`src/rtl/fetch_ctrl.sv`:
```
// fetch_ctrl: instruction fetch sequencer. Owns the fetch PC, keeps at most one
// memory request outstanding, buffers the returned word for decode, and handles
// redirects (branch/trap/mret) at any point, including orphaned responses.
//
// Handshakes:
//   memory side : a request is accepted in a cycle where o_mem_req && i_mem_gnt;
//                 its single response arrives with i_mem_rvalid, at least one
//                 cycle later. No new request is issued until that response
//                 has been seen.
//   decode side : an instruction transfers in a cycle where o_inst_valid &&
//                 i_inst_ready; o_inst/o_inst_pc stay stable while valid is
//                 high and ready is low. A redirect in the same cycle wins and
//                 the transfer does not happen.
module fetch_ctrl #(
   parameter int unsigned     XLEN         = 32,
   parameter logic [XLEN-1:0] RESET_VECTOR = '0,
   parameter logic [31:0]     NOP_INST     = 32'h0000_0013
) (
   input  logic            i_clk,
   input  logic            i_rst_n,
   input  logic            i_redirect,
   input  logic [XLEN-1:0] i_redirect_addr,
   output logic            o_mem_req,
   output logic [XLEN-1:0] o_mem_addr,
   input  logic            i_mem_gnt,
   input  logic            i_mem_rvalid,
   input  logic [31:0]     i_mem_rdata,
   output logic            o_inst_valid,
   input  logic            i_inst_ready,
   output logic [31:0]     o_inst,
   output logic [XLEN-1:0] o_inst_pc,
   output logic [XLEN-1:0] o_inst_pc_4,
   output logic            o_t_inst_addr_misaligned,
   output logic [2:0]      o_dbg_state
);

   typedef enum logic [2:0] {
      ST_REQ   = 3'd0,
      ST_WAIT  = 3'd1,
      ST_DRAIN = 3'd2,
      ST_HOLD  = 3'd3,
      ST_FAULT = 3'd4,
      ST_IDLE  = 3'd5
   } state_t;

   state_t          state_q, state_d;
   logic [XLEN-1:0] pc_q, pc_d;
   logic [XLEN-1:0] buf_pc_q;
   logic [31:0]     buf_inst_q;
   logic            buf_load;

   // Entering a new fetch address: misaligned targets never reach memory.
   function automatic state_t entry_state(input logic [XLEN-1:0] a);
      return (a[1:0] != 2'b00) ? ST_FAULT : ST_REQ;
   endfunction

   // Next-state, next-pc and output decode for the fetch sequencer.
   always_comb begin
      state_d                  = state_q;
      pc_d                     = pc_q;
      buf_load                 = 1'b0;
      o_mem_req                = 1'b0;
      o_mem_addr               = pc_q;
      o_inst_valid             = 1'b0;
      o_inst                   = NOP_INST;
      o_inst_pc                = buf_pc_q;
      o_t_inst_addr_misaligned = 1'b0;

      case (state_q)
         ST_REQ: begin
            // A redirect withdraws the request so the stale address is never granted.
            o_mem_req = !i_redirect && i_rst_n;
            if (i_redirect) begin
               pc_d    = i_redirect_addr;
               state_d = entry_state(i_redirect_addr);
            end else if (i_mem_gnt) begin
               state_d = ST_WAIT;
            end
         end
         ST_WAIT: begin
            if (i_redirect) begin
               pc_d = i_redirect_addr;
               // Response already here: drop it and move on; otherwise wait it out.
               state_d = i_mem_rvalid ? entry_state(i_redirect_addr) : ST_DRAIN;
            end else if (i_mem_rvalid) begin
               buf_load = 1'b1;
               state_d  = ST_HOLD;
            end
         end
         ST_DRAIN: begin
            if (i_redirect) begin
               pc_d = i_redirect_addr;
            end
            if (i_mem_rvalid) begin
               // The orphan is discarded; the newest target decides fault vs fetch.
               state_d = entry_state(i_redirect ? i_redirect_addr : pc_q);
            end
         end
         ST_HOLD: begin
            o_inst_valid             = 1'b1;
            o_inst                   = buf_inst_q;
            o_inst_pc                = buf_pc_q;
            o_t_inst_addr_misaligned = (buf_pc_q[1:0] != 2'b00);
            if (i_redirect) begin
               pc_d    = i_redirect_addr;
               state_d = entry_state(i_redirect_addr);
            end else if (i_inst_ready) begin
               pc_d    = pc_q + XLEN'(4);
               state_d = ST_REQ;
            end
         end
         ST_FAULT: begin
            o_inst_valid             = 1'b1;
            o_inst                   = NOP_INST;
            o_inst_pc                = pc_q;
            o_t_inst_addr_misaligned = (pc_q[1:0] != 2'b00);
            if (i_redirect) begin
               pc_d    = i_redirect_addr;
               state_d = entry_state(i_redirect_addr);
            end else if (i_inst_ready) begin
               state_d = ST_IDLE;
            end
         end
         ST_IDLE: begin
            // Parked until the trap handler redirects us.
            if (i_redirect) begin
               pc_d    = i_redirect_addr;
               state_d = entry_state(i_redirect_addr);
            end
         end
         default: begin
            state_d = ST_REQ;
         end
      endcase
   end

   assign o_inst_pc_4 = o_inst_pc + XLEN'(4);
   assign o_dbg_state = state_q;

   // State and fetch PC registers.
   always_ff @(posedge i_clk or negedge i_rst_n) begin
      if (!i_rst_n) begin
         state_q <= ST_REQ;
         pc_q    <= RESET_VECTOR;
      end else begin
         state_q <= state_d;
         pc_q    <= pc_d;
      end
   end

   // Output buffer: captures the returned word together with the PC it was fetched from.
   always_ff @(posedge i_clk or negedge i_rst_n) begin
      if (!i_rst_n) begin
         buf_inst_q <= NOP_INST;
         buf_pc_q   <= RESET_VECTOR;
      end else if (buf_load) begin
         buf_inst_q <= i_mem_rdata;
         buf_pc_q   <= pc_q;
      end
   end

endmodule
```
`config.mk`:
```
export PLATFORM = sky130hd
export DESIGN_NAME = fetch_ctrl
export DESIGN_NICKNAME = d
export VERILOG_FILES = /design/src/rtl/fetch_ctrl.sv
export SDC_FILE = /design/constraint.sdc
export NUM_CORES = 1
export LEC_CHECK = 0
export BUFFER_PORTS_ARGS = -buffer_cell sky130_fd_sc_hd__buf_2
export CAP_MARGIN = 15
export CORE_ASPECT_RATIO = 1.1
export CORE_MARGIN = 8
export CORE_UTILIZATION = 32
export DETAILED_ROUTE_END_ITERATION = 12
export GPL_ROUTABILITY_DRIVEN = 0
export SYNTH_ARGS = -nofsm -noshare
export SYNTH_HDL_FRONTEND = slang
export SYNTH_SLANG_ARGS = --single-unit
```
`constraint.sdc`:
```
create_clock -name i_clk -period 5.9 [get_ports i_clk]
set_input_delay 0.885 -clock i_clk [delete_from_list [all_inputs] [get_ports i_clk]]
set_output_delay 0.885 -clock i_clk [all_outputs]
set_load 0.01 [all_outputs]
```
==> metrics.txt <==
final setup fails 0; Ports just over 200; summed area of non-filler cells in the final layout around 7600 um^2; count of routing violations after the opening detailed-route iteration between 200 and 300; Tot GR Track Use around 17%; share of async-settable or async-resettable flops after synthesis 100%; HPWL after DPL approximately 15000 um; Crit path buffers/inverters 2; class of the most critical hold timing path reg -> reg; number of buffers inserted for hold repair after clock tree synthesis 0; TritonCTS clock tree yes; EDFF count, synth 0; total overflow reported by the global router 0; first-pass GRT wire length approximately 33000 um; leak pwr around 0.0038 uW; clock network latency to the later pin of the worst-skew pair between 0.3 and 0.4 ns; Initial Utilization 32.3%; number of buffer cells added on primary ports ~200; Worst Setup Start Kind flip-flop; via count of the first global-routing pass a little under 6000; wire length after detailed routing 21000 um; synthesized area around 6100 um^2; number of logic stages on the critical path including buffering 11; synthesized area per cell ~9.0 um^2; Critical Path Sink Type primary output; length in cells of the worst reg-to-reg path 5; postcts setup bufs 0; maximum vdd drop ~200 uV; most frequent CP cell nand2_1; CTS H-tree depth 3; unrepaired setup endpoints after global routing no; core footprint approximately 19000 um^2; buffer levels on the longest clock path 2; Final Util 40.0%; maximum capacitance violations 0; overall power of the completed layout 3330 uW; antenna violations before repair 3; area of the die about 24000 um^2; post-synthesis instance total around 700; largest net degree at the start of global routing 55; routed vias/inst between 5 and 6; CP endpoint o_inst_pc_4[28]; part of the Yosys area used for sequential elements 40.4%; Worst Max-Slew Pin Slew approximately 0.86 ns; DRC 0; Max Clk Rate 226 MHz; cell type group with the largest total delay on the critical path simple AND/OR/NAND/NOR gates; Ant. Diodes 0; Critical Setup Path Class reg -> out; internal reg-to-reg setup slack approximately 3.3 ns; end of the worst register-to-register path buf_pc_q[0]; post-route clock skew about 0.012 ns; total of fill cells in the finished design ~2000; number of nets in the final layout 923; cell taking the most area after synthesis dfrtp_1; net count after synthesis between 700 and 800; Site Rows 53; placement-stage cell area 7300 um^2; portion of the clock cycle consumed by the worst path in the final layout about three quarters; worst-path cell chain nor3b_2 > buf_4 > nand2_1 > nand2_1 > ha_1 > nand2_1 > or4_1 > a21oi_4 > nand4_1 > xnor2_1 > buf_2; share of layout cells above drive strength 1 36.4%; share of the synthesized area in the top cell type 39.2%; Final Hold Vio Count 0; shortest clock period the worst path allows after layout ~4.4 ns; Crit Path Max Fanout 38; number of buffers added by the clock tree synthesis step 9; drt first pass iters 4; worst setup path startpoint o_dbg_state[1]; dominant synthesized flop cell dfrtp_1; most frequently used cell type in the post-synthesis netlist nand2_1; unique cell type count in the Yosys netlist 55; Commonest cells post-synth nand2_1 (97), dfrtp_1 (96), mux2_2 (66), o21ai_0 (53), and3_1 (43); routed vias 5825; Total Negative Setup Slacks 0 ns; leading post-synthesis cells by cell area dfrtp_1 (39%), mux2_2 (12%), nand2_1 (5.9%), and3_1 (4.4%), o21ai_0 (4.3%); Max stage delay on crit path around 0.6 ns; arrival time reported for the critical path endpoint 3.54 ns; Synth-to-Final Area Change 23.7%; Final Max Slew Viols 0; FF+latch count, synth between 90 and 100; power density over the cells around 440 nW/um^2; CTS sink count 99; die width between 100 and 150 um; drt wl/cell about 19 um; run status completed; clock tree root driver cell clkbuf_16; headroom to the max-slew limit a little over two fifths; remaining antenna violation count 0; WP data required 5.02 ns; DIE HEIGHT ~160 um; Critical R2R Launch o_dbg_state[0]; clock-pin transition on the worst setup and hold timing paths 0.07 ns; master of the slowest instance on the critical path dfrtp_1; count of cells resized by post-cts repair 0; warning count from the yosys run 0
==> where the power goes <==
| part | internal [uW] | switching [uW] | leakage (uW) |
|---|---|---|---|
| Sequential | 939 | 261 | 0.00126 |
| Clock | 293 | 293 | 0.000137 |
| Combinational | 659 | 887 | 0.00240 |
==> routing by layer <==
metal | wire [um] | global-route usage [%] | up-vias
li1 | - | - | 2775
met3 | 1600 | 5.57 | 35
met5 | 28 | 0 | -
met1 | 8930 | 20.8 | 2821
met2 | 9970 | 28.8 | 188
met4 | 489 | 6.08 | 6
==> flip-flops by register name (all words and copies together) (netlist names) <==
name and cells:
buf_inst_q 32, o_mem_addr 32, o_dbg_state 3, buf_pc_q 32
==> worst min-delay path by stage <==
| stage | startpoint | to | slack [ns] | cells after the start |
|---|---|---|---|---|
| 3_3_place_gp | buf_inst_q[28] | buf_inst_q[28] | 0.48 | 1 |
| 2_1_floorplan | buf_inst_q[29] | buf_inst_q[29] | 0.47 | 1 |
| 5_1_grt | buf_inst_q[28] | buf_inst_q[28] | 0.52 | 1 |
| 3_5_place_dp | buf_inst_q[24] | buf_inst_q[24] | 0.49 | 1 |
| 6_report | buf_inst_q[24] | buf_inst_q[24] | 0.50 | 1 |
| 4_1_cts | buf_inst_q[24] | buf_inst_q[24] | 0.51 | 1 |
==> cell type report <==
| type | instances | area [um^2] | area share, % |
|---|---|---|---|
| multi-input cells | 500 | 3320 | 43.7 |
| flip-flops and latches | 99 | 2480 | 32.7 |
| repair buffers | 213 | 1090 | 14.4 |
| inverters | 28 | 105 | 1.39 |
| clock buffers | 9 | 225 | 2.97 |
| clock inverters | 7 | 56.3 | 0.742 |
| well taps | 247 | 309 | 4.07 |
==> per-stage QoR <==
stage / hold WS [ns] / setup slack [ns] / instances
floorplan: 0.473 / 2.00 / 685
global placement: 0.481 / 1.87 / 1087
detailed placement: 0.489 / 1.84 / 1087
CTS: 0.507 / 1.44 / 1103
global route: 0.515 / 1.11 / 1103
finish: 0.501 / 1.48 / 1103
==> placed cells by master (no fill, tap or decap), drive strengths merged, types with 3 or more instances in the layout <==
cell	instances
and3	43
nor3	7
a32oi	6
nand3	36
a22oi	6
nand2b	3
and2	5
clkbuf	9
dfrtp	96
a21oi	21
dfstp	3
inv	32
a2bb2oi	3
o22ai	7
nor3b	3
mux2	66
and4	4
o31a	8
xnor2	26
a31oi	9
nand4	21
nand2	97
nor2	24
o21ai	59
nor4	7
buf	213
mux2i	12
==> kinds of logic after synthesis <==
kind of cell,Yosys count,synth area share [%]
and+or+nand+nor,259,21.7
AOI/OAI and AO/OA,133,13.6
DFF,99,40.4
buffers and inverters,86,5.79
muxes,78,14.1
xor gates and xnor gates,28,4.00
adders and majority gates,2,0.408
No activity file was read; power rests on OpenSTA's default activity.
